## src/rtl/ysyx_22040759_mem_arbiter_pkg.sv

```systemverilog
`default_nettype none
// ============================================================================
// Module   : ysyx_22040759_define
// Brief    : Shared encodings for the unified memory arbiter.
// Revision : 1.0
// ============================================================================
package ysyx_22040759_define;

   typedef enum logic [1:0] {
      ARB_IDLE  = 2'd0,
      ARB_ISSUE = 2'd1,
      ARB_WAIT  = 2'd2,
      ARB_RESP  = 2'd3
   } arb_state_e;

   localparam logic OWN_IF = 1'b0;
   localparam logic OWN_LS = 1'b1;

   localparam int unsigned ARB_STARVE_MAX_DFLT = 4;

endpackage
`default_nettype wire

```

## src/rtl/ysyx_22040759_mem_arbiter_arb_prio.sv

```systemverilog
`default_nettype none
// ============================================================================
// Module   : ysyx_22040759_arb_prio
// Brief    : LSU-priority winner select with an IFU anti-starvation counter.
// Revision : 1.0
// ============================================================================
module ysyx_22040759_arb_prio
   import ysyx_22040759_define::*;
#(
   parameter int unsigned STARVE_MAX = ARB_STARVE_MAX_DFLT
) (
   input  logic clk,
   input  logic rst,
   input  logic idle_i,
   input  logic if_valid_i,
   input  logic ls_valid_i,
   output logic if_grant_o,
   output logic ls_grant_o
);

   localparam int unsigned      CNT_W   = $clog2(STARVE_MAX + 1);
   localparam logic [CNT_W-1:0] CNT_MAX = CNT_W'(STARVE_MAX);

   logic [CNT_W-1:0] starve_cnt_q;
   logic [CNT_W-1:0] starve_cnt_d;
   logic             if_forced;

   assign if_forced  = if_valid_i && (starve_cnt_q == CNT_MAX);
   assign ls_grant_o = idle_i && ls_valid_i && !if_forced;
   assign if_grant_o = idle_i && if_valid_i && (!ls_valid_i || if_forced);

   // Only LSU grants that overtake a waiting IFU count towards starvation.
   always_comb begin
      starve_cnt_d = starve_cnt_q;
      if (if_grant_o || (idle_i && !if_valid_i)) begin
         starve_cnt_d = '0;
      end else if (ls_grant_o && if_valid_i && (starve_cnt_q != CNT_MAX)) begin
         starve_cnt_d = starve_cnt_q + CNT_W'(1);
      end
   end

   always_ff @(posedge clk or negedge rst) begin
      if (!rst) begin
         starve_cnt_q <= '0;
      end else begin
         starve_cnt_q <= starve_cnt_d;
      end
   end

endmodule
`default_nettype wire

```

## src/rtl/ysyx_22040759_mem_arbiter.sv

```systemverilog
`default_nettype none
// ============================================================================
// Module   : ysyx_22040759_mem_arbiter
// Brief    : Serializes IFU and LSU requests onto one memory port.
// Revision : 1.0
// ============================================================================
module ysyx_22040759_mem_arbiter
   import ysyx_22040759_define::*;
#(
   parameter int unsigned STARVE_MAX = ARB_STARVE_MAX_DFLT
) (
   input  logic        clk,
   input  logic        rst,
   input  logic        if_req_valid,
   output logic        if_req_ready,
   input  logic [63:0] if_addr,
   output logic        if_resp_valid,
   output logic [63:0] if_rdata,
   input  logic        ls_req_valid,
   output logic        ls_req_ready,
   input  logic [63:0] ls_addr,
   input  logic        ls_wen,
   input  logic [63:0] ls_wdata,
   input  logic [7:0]  ls_wmask,
   output logic        ls_resp_valid,
   output logic [63:0] ls_rdata,
   output logic        mem_req_valid,
   input  logic        mem_req_ready,
   output logic [63:0] mem_addr,
   output logic        mem_wen,
   output logic [63:0] mem_wdata,
   output logic [7:0]  mem_wmask,
   input  logic        mem_resp_valid,
   input  logic [63:0] mem_rdata
);

   arb_state_e  state_q;
   logic        owner_q;
   logic        req_valid_q;
   logic [63:0] addr_q;
   logic        wen_q;
   logic [63:0] wdata_q;
   logic [7:0]  wmask_q;
   logic        if_resp_q;
   logic        ls_resp_q;
   logic [63:0] if_rdata_q;
   logic [63:0] ls_rdata_q;
   logic        if_grant;
   logic        ls_grant;

   ysyx_22040759_arb_prio #(
      .STARVE_MAX (STARVE_MAX)
   ) u_prio (
      .clk        (clk),
      .rst        (rst),
      .idle_i     (state_q == ARB_IDLE),
      .if_valid_i (if_req_valid),
      .ls_valid_i (ls_req_valid),
      .if_grant_o (if_grant),
      .ls_grant_o (ls_grant)
   );

   assign if_req_ready  = if_grant;
   assign ls_req_ready  = ls_grant;
   assign mem_req_valid = req_valid_q;
   assign mem_addr      = addr_q;
   assign mem_wen       = wen_q;
   assign mem_wdata     = wdata_q;
   assign mem_wmask     = wmask_q;
   assign if_resp_valid = if_resp_q;
   assign ls_resp_valid = ls_resp_q;
   assign if_rdata      = if_rdata_q;
   assign ls_rdata      = ls_rdata_q;

   always_ff @(posedge clk or negedge rst) begin
      if (!rst) begin
         state_q     <= ARB_IDLE;
         owner_q     <= OWN_IF;
         req_valid_q <= 1'b0;
         addr_q      <= 64'h0;
         wen_q       <= 1'b0;
         wdata_q     <= 64'h0;
         wmask_q     <= 8'h0;
         if_resp_q   <= 1'b0;
         ls_resp_q   <= 1'b0;
         if_rdata_q  <= 64'h0;
         ls_rdata_q  <= 64'h0;
      end else begin
         case (state_q)
            ARB_IDLE: begin
               if (ls_grant) begin
                  owner_q     <= OWN_LS;
                  addr_q      <= ls_addr;
                  wen_q       <= ls_wen;
                  wdata_q     <= ls_wdata;
                  wmask_q     <= ls_wmask;
                  req_valid_q <= 1'b1;
                  state_q     <= ARB_ISSUE;
               end else if (if_grant) begin
                  owner_q     <= OWN_IF;
                  addr_q      <= if_addr;
                  wen_q       <= 1'b0;
                  wdata_q     <= 64'h0;
                  wmask_q     <= 8'h0;
                  req_valid_q <= 1'b1;
                  state_q     <= ARB_ISSUE;
               end
            end
            ARB_ISSUE: begin
               if (mem_req_ready) begin
                  req_valid_q <= 1'b0;
                  state_q     <= ARB_WAIT;
               end
            end
            ARB_WAIT: begin
               // A write acknowledge carries no data back to the LSU.
               if (mem_resp_valid) begin
                  if (owner_q == OWN_LS) begin
                     ls_rdata_q <= wen_q ? 64'h0 : mem_rdata;
                     ls_resp_q  <= 1'b1;
                  end else begin
                     if_rdata_q <= mem_rdata;
                     if_resp_q  <= 1'b1;
                  end
                  state_q <= ARB_RESP;
               end
            end
            ARB_RESP: begin
               if_resp_q <= 1'b0;
               ls_resp_q <= 1'b0;
               state_q   <= ARB_IDLE;
            end
            default: state_q <= ARB_IDLE;
         endcase
      end
   end

endmodule
`default_nettype wire

```

## config.mk

```make
export PLATFORM = sky130hd
export DESIGN_NAME = ysyx_22040759_mem_arbiter
export DESIGN_NICKNAME = d
export VERILOG_FILES = /design/src/rtl/ysyx_22040759_mem_arbiter_pkg.sv /design/src/rtl/ysyx_22040759_mem_arbiter_arb_prio.sv /design/src/rtl/ysyx_22040759_mem_arbiter.sv
export SDC_FILE = /design/constraint.sdc
export NUM_CORES = 1
export LEC_CHECK = 0
export ABC_CLOCK_PERIOD_IN_PS = 4900
export BUFFER_PORTS_ARGS = -buffer_cell sky130_fd_sc_hd__buf_2
export CAP_MARGIN = 0
export CORE_AREA = 4 4 206 208
export CTS_CLUSTER_SIZE = 8
export DETAILED_ROUTE_END_ITERATION = 8
export DIE_AREA = 0 0 210 212
export SYNTH_ARGS = -nofsm -noshare
export SYNTH_HDL_FRONTEND = slang
export SYNTH_SLANG_ARGS = --single-unit
```

## constraint.sdc

```tcl
create_clock -name clk -period 4.9 [get_ports clk]
set_input_delay 0.735 -clock clk [delete_from_list [all_inputs] [get_ports clk]]
set_output_delay 0.735 -clock clk [all_outputs]
set_load 0.005 [all_outputs]
```

==> results of run 1 <==
## cell families (layout without fill, tap and decap cells)
group / count (synthesis) / in the layout / synth area share, %
AND/OR/NAND/NOR: 207 / 207 / 9.95
flip-flops: 274 / 274 / 61.4
adder cells (fa/ha/maj): 7 / 7 / 0.784
XOR/XNOR: 1 / 1 / 0.0784
buffers and inverters: 74 / 599 / 3.75
multiplexers: 68 / 68 / 8.83
other: 0 / 5 / 0
AO/OA/AOI/OAI: 215 / 215 / 15.2
## final timing paths
path,start,endpoint,slack [ps],cells past startpoint
worst max-delay path,state_q[0]$_DFFE_PN0P_,ls_req_ready,2030,5
worst max register to register,state_q[0]$_DFFE_PN0P_,if_rdata[3]$_DFFE_PN0P_,2230,6
max in group asynchronous,rst,mem_wmask[6]$_DFFE_PN0P_,3680,2
worst min-delay path,rst,ls_rdata[42]$_DFFE_PN0P_,180,1
worst min register to register,ls_rdata[0]$_DFFE_PN0P_,ls_rdata[0]$_DFFE_PN0P_,470,2
min in group clk,ls_wmask[6],mem_wmask[6]$_DFFE_PN0P_,430,2
## synth_stat cells, drive strengths merged (2+ instances only)
master	number	area [µm²]
mux2	65	957
nor2	2	7.51
dfrtp	274	6860
nand2b	65	407
mux2i	3	30.0
inv	7	26.3
and2	64	400
a21o	2	15.0
nand2	72	270
a221o	64	641
o21ai	66	330
a31oi	4	25.0
a22o	73	639
nand3	2	10.0
o2bb2ai	2	17.5
clkbuf	32	120
ha	7	87.6
buf	35	273
## critical path: stages, from the launching register on
cell     delay [ps]
dfrtp_1         410
inv_1           130
ha_1            410
nand2_1         150
a31oi_4         260
buf_2           230
## flip-flops by register name, indices dropped and copies added, names as in the netlist
signal               cells
if_rdata                64
if_resp_valid            1
ls_rdata                64
ls_resp_valid            1
mem_addr                64
mem_req_valid            1
mem_wdata               64
mem_wen                  1
mem_wmask                8
owner_q                  1
state_q                  2
u_prio.starve_cnt_q      3
## per-layer routing
metal / global-route usage (%) / part of all wire [%] / vias up
met3: 5.96 / 9.1 / 57
met1: 19.9 / 39 / 4320
met2: 28.6 / 50 / 432
met5: 0 / 0.19 / -
met4: 4.41 / 2.1 / 10
li1: - / - / 4060
## metrics by stage
step	instances	area [µm²]	hold WS (ps)	util [%]	total power [µW]
4_1_cts	1903	15400	168	38.0	10400
6_report	1908	15400	183	38.0	10200
3_5_place_dp	1859	14300	467	35.3	7780
3_3_place_gp	1859	14300	456	35.3	7690
2_1_floorplan	846	11200	439	-	5910
5_1_grt	1904	15400	200	38.0	10800
## power groups by stage
stage,Sequential [µW],Clock [µW],Combinational (µW)
after global placement,3880,0,3800
after floorplan,3910,0,2000
final,3890,2490,3780
after detailed placement,3900,0,3880
after CTS,3890,2580,3890
after global routing,4020,2670,4150
## layout make-up
cell class                      instances  area (µm²)
Fill cell                            3993       25100
Sequential cell                       274        6860
Multi-Input combinational cell        498        3950
Timing Repair Buffer                  548        2820
Clock buffer                           42        1040
Tap cell                              532         666
Clock inverter                          2        50.0
Inverter                                7        26.3
Antenna cell                            5        12.5
==> flow_metrics.tcl, run 1 <==
set metrics [dict create \
    drv_slew 0 \
    clk_path_buf_depth 3 \
    drt_wl_total_mm 38.8 \
    hold_viol 0 \
    yosysUniqueCellTypes 30 \
    fmax_mhz 349 \
    wl_per_cell_um 20.4 \
    ant_nets 0 \
    p_leak_uw 0.00818 \
    worstSetupPathType "flop to output port" \
    seq_area_frac_synth_pct 61.4 \
    cp.arrival_ps 2130 \
    hold_buffers 0 \
    grt_pass1_wl_mm 56.9 \
    drt-initial-drc-count 606 \
    synth_flop_cell "dfrtp_1" \
    grt_max_degree 139 \
    outcome "complete, no violations" \
    num_vias 8879 \
    fin_crit_ps 2870 \
    cts.sinks 274 \
    hp-class "primary input to asynchronous set/reset pin" \
    syn_inst 846 \
    io_pins 541 \
    syn_avg_cell_area_um2 13.2 \
    final_common_cell "buf_2" \
    drive_above_1_share_pct 48.3 \
    final_cell_mix "buf_2 (539), dfrtp_1 (274), a22o_1 (73), nand2_1 (72)" \
    area.growth.synth_to_final_pct 38.0 \
    yosysWarnings 0 \
    numCtsBuffers 40 \
    finalSetupViolCount 0 \
    pwr-share-clk_pct 24.5 \
    place_ws_ps 2160 \
    syn-cell-area_um2 11200 \
    maxSlewHeadroom_pct 40.6 \
    firstDrtPassIters 7 \
    tritoncts "built" \
    grt_overflow 0 \
    die_area_um2 44500 \
    power_density_nw_per_um2 659 \
    avgViaCountPerCell 4.65 \
    synth-async-reset-ratio_pct 100 \
    seqPwrFrac_pct 38.3 \
    synth_edf_count 0 \
    switchingPower_uw 3320 \
    skew_ps 10.3 \
    setup_tns_ps 0 \
    p_comb_share_pct 37.2 \
    synth_seq_cells 274 \
    cp.required_ps 4160 \
    port_buffers 540 \
    rows 74 \
    setup_slack_ps 2030 \
    clk_pin_slew_worst_paths_ps 50 \
    post-route-drc-count 0 \
    hpwl_mm 28.6 \
    rsz0062_at_grt "no" \
    cts_resized 0 \
    htreeDepth 2 \
    clockRootBuffer "clkbuf_16" \
    coreArea_um2 40600 \
    synth_nets 1124 \
    start_util_pct 27.6 \
    grt_use_total_pct 16.6 \
    cts_setup_buffers 0 \
    die_height_um 212 \
    period_share_pct 58.5 \
    start_kind "flop" \
    tightest_slew_ps 891 \
    die_w_um 210 \
    maxCapViolations 0 \
    first_global_vias 9138 \
    globalplace.congestion 0.859 \
    p_int_uw 6840 \
    insertion_delay_ps 530 \
    end_kind "output port" \
    nets 1647 \
    cp_max_fo 9 \
    irDropWorstVdd_v 0.000298 \
    antenna_found_initial 13 \
    switching_share_pct 32.7 \
]
(Power assumes the default switching activity.)
==> inputs of run 2 (changes only) <==
- ABC_AREA: unset -> 1
- ABC_CLOCK_PERIOD_IN_PS: 4900 -> 2500
- CORE_AREA: 4 4 206 208 -> 4 4 207 209
- DIE_AREA: 0 0 210 212 -> 0 0 211 213
- clock period: 4.9 -> 2.5 ns (I/O delays scaled with it)
==> run 2 against run 1 <==
Against the previous run:
- final cell count grew 20%
- critical path type unchanged
- register-to-register slack lost 1700 ps
- via count grew 15%
- first-iteration DRC count grew 15%
- synthesized cell count grew 43%
- die area grew 0.95%
- highest routed layer unchanged
==> flow_metrics.tcl, run 2 <==
set metrics [dict create \
    start_kind "flop" \
    outcome "complete, no violations" \
    cp.arrival_ps 1940 \
    numCtsBuffers 40 \
    cp_max_fo 18 \
    final_cell_count_no_fill 2294 \
    irDropWorstVdd_v 0.000515 \
    area.growth.synth_to_final_pct 40.1 \
    final_common_cell "nand2_1" \
    hpwl_mm 28.6 \
    drt_wl_total_mm 38.9 \
    cp_cell_sequence "inv_1 > ha_2 > nand2_1 > inv_1 > nand2_1 > clkinv_4 > buf_2" \
    synth_flop_cell "dfrtp_1" \
    cts.sinks 274 \
    maxCapViolations 0 \
    place_ws_ps 453 \
    cpPeakStageDelay_ps 410 \
    clk_path_buf_depth 3 \
    fin_area_um2 15800 \
    hold_slack_ps 40.2 \
    die_area_um2 44900 \
    nets 2034 \
    coreArea_um2 40800 \
    power_density_nw_per_um2 1240 \
    drive_above_1_share_pct 37.5 \
    seq_area_frac_synth_pct 60.9 \
    fin_crit_ps 2310 \
    grt_use_total_pct 16.4 \
    dp.cells 2230 \
    period_share_pct 92.5 \
    globalplace.congestion 0.839 \
    wl_per_cell_um 17.0 \
    synthTopCellsByCount "nand2_1 (557), dfrtp_1 (274), inv_1 (80), o21ai_0 (72), nand3_1 (71)" \
    num_vias 10200 \
    fillers 4154 \
    setup_slack_ps 186 \
    crit_buf_inv 4 \
    cp_slowest_cell "dfrtp_1" \
    crit_family "buffers and inverters" \
    antenna_cells 0 \
    fmax_mhz 432 \
    synth_seq_cells 274 \
    hp-class "primary input to flop" \
    yosysWarnings 0 \
    yosysMostFrequentCell "nand2_1" \
    rsz0062_at_grt "no" \
    tritoncts "built" \
    grt_pass1_wl_mm 58.2 \
    grt_max_degree 130 \
    htreeDepth 2 \
    synth_edf_count 0 \
    clk_pin_slew_worst_paths_ps 50 \
    yosysUniqueCellTypes 20 \
    synth_top_cell_by_area "dfrtp_1" \
    start_util_pct 27.6 \
    placed_area_um2 14500 \
    synth_nets 1485 \
    firstDrtPassIters 5 \
    setup_tns_ps 0 \
    hold_viol 0 \
    cts_setup_buffers 0 \
    maxSlewHeadroom_pct 42.3 \
    final_cell_mix "nand2_1 (557), buf_2 (539), dfrtp_1 (273), inv_1 (80), o21ai_0 (71)" \
    tightest_slew_ps 862 \
    avgViaCountPerCell 4.46 \
    skew_ps 19.7 \
    first_global_vias 10200 \
    worstSetupPathType "flop to output port" \
    syn_avg_cell_area_um2 9.33 \
    syn_inst 1207 \
    drv_slew 0 \
    rows 74 \
    port_buffers 540 \
    post-route-drc-count 0 \
    syn-cell-area_um2 11300 \
    finalSetupViolCount 0 \
    io_pins 541 \
    die_w_um 211 \
    ant_nets 0 \
    end_kind "output port" \
    yosysTopAreaCellShare_pct 60.9 \
    synth-async-reset-ratio_pct 100 \
    synth_area_leaders "dfrtp_1 (61%), nand2_1 (19%), o31ai_2 (5.0%)" \
    grt_overflow 0 \
    drt-initial-drc-count 696 \
    clockRootBuffer "clkbuf_16" \
    p_leak_uw 0.00882 \
    die_height_um 213 \
    insertion_delay_ps 530 \
    cp.required_ps 2120 \
    antenna_found_initial 6 \
]
[run 2: changes by cell type in the layout (fill, tap and decap cells not counted), sizes merged, moves of 65 or more]
cell,delta
nand2,+485
nand3,+69
mux2,-65
inv,+72
a22o,-73
nand2b,-65
[run 2: layout make-up]
class	count	area [µm²]	share of cell area, %
timing repair buffer	579	3150	19.9
inverter	81	309	1.96
clock buffer	46	1070	6.76
sequential	274	6860	43.5
multi-input combinational	780	3700	23.5
tap	532	666	4.22
clock inverter	2	21.3	0.135
[run 2: power by group]
part | internal [µW] | switching, µW | leakage (µW) | total [µW]
combinational | 3030 | 3990 | 0.00482 | 7020
clock | 2960 | 1870 | 0.000533 | 4820
sequential | 6500 | 1260 | 0.00347 | 7760
[run 2: logic make-up (layout without fill, tap and decap cells)]
kind of cell,Yosys count,count (layout),share of synthesized area [%]
flops,274,274,60.9
fa+ha+maj,7,7,0.778
compound gates,140,140,9.66
buf+inv,153,708,6.67
xor+xnor,1,1,0.0778
simple gates,632,632,21.9
[run 2: routing by layer]
| metal | share of wire, % | GRT usage (%) | routed length [µm] |
|---|---|---|---|
| met5 | 0.12 | 0 | 48 |
| met4 | 3.4 | 6.08 | 1340 |
| met3 | 7.9 | 4.57 | 3080 |
| met2 | 48 | 27.0 | 18700 |
| met1 | 41 | 20.8 | 15800 |
[run 2: final timing paths]
| kind | end | slack (ps) | startpoint | cells past startpoint |
|---|---|---|---|---|
| min in group asynchronous | if_rdata[7]$_DFFE_PN0P_ | 420 | rst | 2 |
| worst min register to register | mem_wdata[14]$_DFFE_PN0P_ | 470 | mem_wdata[14]$_DFFE_PN0P_ | 2 |
| worst max-delay path | ls_req_ready | 190 | state_q[0]$_DFFE_PN0P_ | 7 |
| worst max register to register | if_rdata[61]$_DFFE_PN0P_ | 560 | state_q[0]$_DFFE_PN0P_ | 6 |
| worst min-delay path | mem_wdata[24]$_DFFE_PN0P_ | 40 | ls_wdata[24] | 3 |
| max in group asynchronous | mem_addr[48]$_DFFE_PN0P_ | 1270 | rst | 3 |
[run 2: repair_timing]
item                       CTS  global route
gates resized for setup      1             2
hold buffers                16             0
setup endpoints to repair    1             1
hold endpoints to repair    76             0
[run 2: per-stage QoR]
step | power, µW | utilization [%]
final | 19600 | 38.6
after global placement | 14700 | 35.6
after detailed placement | 14900 | 35.6
after CTS | 19900 | 38.6
after floorplan | 11200 | -
after global routing | 21000 | 38.6
[run 2: worst reg2reg max path: cells and delay by family (launching register included)]
family,cells,cell delay (ps)
simple gates,2,520
buf+inv,2,420
flops,1,410
fa+ha+maj,1,370
compound gates,1,90
==> inputs of run 3 (changes only) <==
- CORE_AREA: 4 4 207 209 -> 4 4 208 210
- CTS_CLUSTER_SIZE: 8 -> 25
- DIE_AREA: 0 0 211 213 -> 0 0 212 214
- GPL_ROUTABILITY_DRIVEN: unset -> 0
- SYNTH_HIERARCHICAL: unset -> 1
==> run 3 against run 2 <==
Against the previous run:
- critical path depth up 1
- die area up 0.95%
- maximum frequency down 2.2%
- sequential cell count unchanged
- sequential power down 4.6%
- via count up 8.1%
- largest power group unchanged
==> flow_metrics.tcl, run 3 <==
set metrics [dict create \
    outcome "complete, no violations" \
    drt-initial-drc-count 915 \
    dp.cells 2454 \
    hold_slack_ps 33.7 \
    syn_avg_cell_area_um2 8.22 \
    htreeDepth 1 \
    end_kind "output port" \
    tritoncts "built" \
    setup_slack_ps 135 \
    p_leak_uw 0.00951 \
    drive_above_1_share_pct 32.4 \
    avgViaCountPerCell 4.40 \
    cp_max_fo 33 \
    die_area_um2 45400 \
    worstHoldStart "ls_wdata[49]" \
    synth_top_cell_by_area "dfrtp_1" \
    skew_ps 37.4 \
    antenna_found_initial 2 \
    area.growth.synth_to_final_pct 38.6 \
    irDropWorstVdd_v 0.000410 \
    grt_overflow 0 \
    clockRootBuffer "clkbuf_16" \
    maxSlewHeadroom_pct 55.0 \
    post-route-drc-count 0 \
    tightest_slew_ps 675 \
    period_share_pct 94.6 \
    pwr-share-clk_pct 23.1 \
    numCtsBuffers 29 \
    seq_area_frac_synth_pct 58.7 \
    yosysMostFrequentCell "nand2_1" \
    fin_area_um2 16200 \
    syn_inst 1422 \
    yosysWarnings 6 \
    coreArea_um2 41600 \
    finalSetupViolCount 0 \
    start_util_pct 28.1 \
    maxCapViolations 0 \
    synth_flop_cell "dfrtp_1" \
    hpwl_mm 29.0 \
    hp-class "primary input to flop" \
    p_comb_share_pct 37.0 \
    synthTopCellsByCount "nand2_1 (634), dfrtp_1 (274), o21ai_0 (195), inv_1 (142), nand3_1 (71)" \
    insertion_delay_ps 570 \
    reg2reg_from "state_q[1]$_DFFE_PN0P_" \
    synth_area_leaders "dfrtp_1 (59%), nand2_1 (20%), o21ai_0 (8.4%)" \
    drv_slew 0 \
    worstSetupPathType "flop to output port" \
    final_cell_mix "nand2_1 (633), buf_2 (539), dfrtp_1 (274), o21ai_0 (195), inv_1 (139)" \
    setup_tns_ps 0 \
    fmax_mhz 423 \
    cp.arrival_ps 1990 \
    nets 2228 \
    rows 75 \
    io_pins 541 \
    die_w_um 212 \
    synth-async-reset-ratio_pct 100 \
    cts_setup_buffers 0 \
    grt_max_degree 117 \
    final_common_cell "nand2_1" \
    synth_nets 1700 \
    clk_pin_slew_worst_paths_ps 60 \
    wl_per_cell_um 15.8 \
    first_global_vias 11000 \
    firstDrtPassIters 6 \
    drt_wl_total_mm 39.6 \
    start_kind "flop" \
    p_int_uw 11800 \
    crit_path_start "state_q[1]$_DFFE_PN0P_" \
    syn-cell-area_um2 11700 \
    port_buffers 540 \
    ant_nets 0 \
    cp.required_ps 2120 \
    die_height_um 214 \
    synth_edf_count 0 \
    fin_crit_ps 2370 \
    yosysUniqueCellTypes 16 \
    hold_viol 0 \
    clk_path_buf_depth 3 \
    grt_use_total_pct 16.8 \
    power_density_nw_per_um2 1150 \
    rsz0062_at_grt "no" \
    num_vias 11100 \
    yosysTopAreaCellShare_pct 58.7 \
    seqPwrFrac_pct 39.9 \
    grt_pass1_wl_mm 61.8 \
    placed_area_um2 15100 \
    switchingPower_uw 6790 \
    final_cell_count_no_fill 2513 \
    cts.sinks 274 \
    switching_share_pct 36.6 \
    place_ws_ps 286 \
    synth_seq_cells 274 \
]
## run 3: changes by cell type after synthesis, moves of 6 or more
cell	previous run	this run
inv_1	80	142
o21ai_0	72	195
nand2_1	557	634
o31ai_2	45	0
buf_2	36	30
clkbuf_1	10	41
o31ai_1	19	0
buf_4	15	7
## run 3: cell type report
cell class,count,area (µm²)
fill,4287,25400
sequential,274,6860
multi-input combinational,917,3890
timing repair buffer,582,3270
clock buffer,45,876
tap,539,674
inverter,146,553
clock inverter,8,75.1
antenna,2,5.00
## run 3: metrics by stage
| stage | total power (µW) | utilization, % |
|---|---|---|
| 5_1_grt | 20100 | 39.0 |
| 2_1_floorplan | 10700 | - |
| 4_1_cts | 18800 | 38.9 |
| 6_report | 18600 | 39.0 |
| 3_5_place_dp | 14300 | 36.4 |
| 3_3_place_gp | 14100 | 36.4 |
## run 3: layer usage
| metal | share of wire (%) | track usage (%) |
|---|---|---|
| met1 | 40 | 21.1 |
| met2 | 50 | 29.1 |
| met3 | 7.0 | 3.12 |
| met4 | 2.9 | 5.30 |
| met5 | 0 | 0 |
## run 3: worst paths after layout
path | to | depth (start not counted) | slack [ps]
hold reg to reg | mem_wdata[38]$_DFFE_PN0P_ | 2 | 460
setup reg to reg | mem_addr[52]$_DFFE_PN0P_ | 9 | 360
min in group asynchronous | if_rdata[59]$_DFFE_PN0P_ | 2 | 370
max in group asynchronous | mem_wdata[22]$_DFFE_PN0P_ | 3 | 1330
hold / removal | mem_wdata[49]$_DFFE_PN0P_ | 3 | 30
setup / recovery | ls_req_ready | 8 | 130
## run 3: power groups by stage
| stage | clock, µW | sequential, µW | combinational (µW) |
|---|---|---|---|
| after detailed placement | 0 | 7430 | 6840 |
| after floorplan | 0 | 7560 | 3090 |
| final | 4290 | 7400 | 6870 |
| after global routing | 4620 | 7650 | 7810 |
| after CTS | 4430 | 7400 | 6990 |
| after global placement | 0 | 7400 | 6710 |
## run 3: repair_timing
action,CTS,global route
pin swaps,0,0
endpoints found under the setup margin,1,1
endpoints found under the hold margin,56,0
hold buffers,2,0
gates resized for setup,3,2
gates cloned,2,0
## run 3: kinds of logic (layout without fill, tap and decap cells)
kind of cell / Yosys count / after routing / synth area share, %
AND/OR/NAND/NOR: 713 / 713 / 23.7
flip-flops: 274 / 274 / 58.7
buffers and inverters: 231 / 781 / 8.35
AO/OA/AOI/OAI: 197 / 197 / 8.47
adder cells (fa/ha/maj): 7 / 7 / 0.750
other: 0 / 2 / 0
## run 3: critical path: stages (launching register included)
cell and delay, ps:
dfrtp_1 420, inv_1 150, ha_4 190, nand2_1 70
inv_2 70, nand2_1 90, clkinv_4 110, buf_16 180
buf_2 140
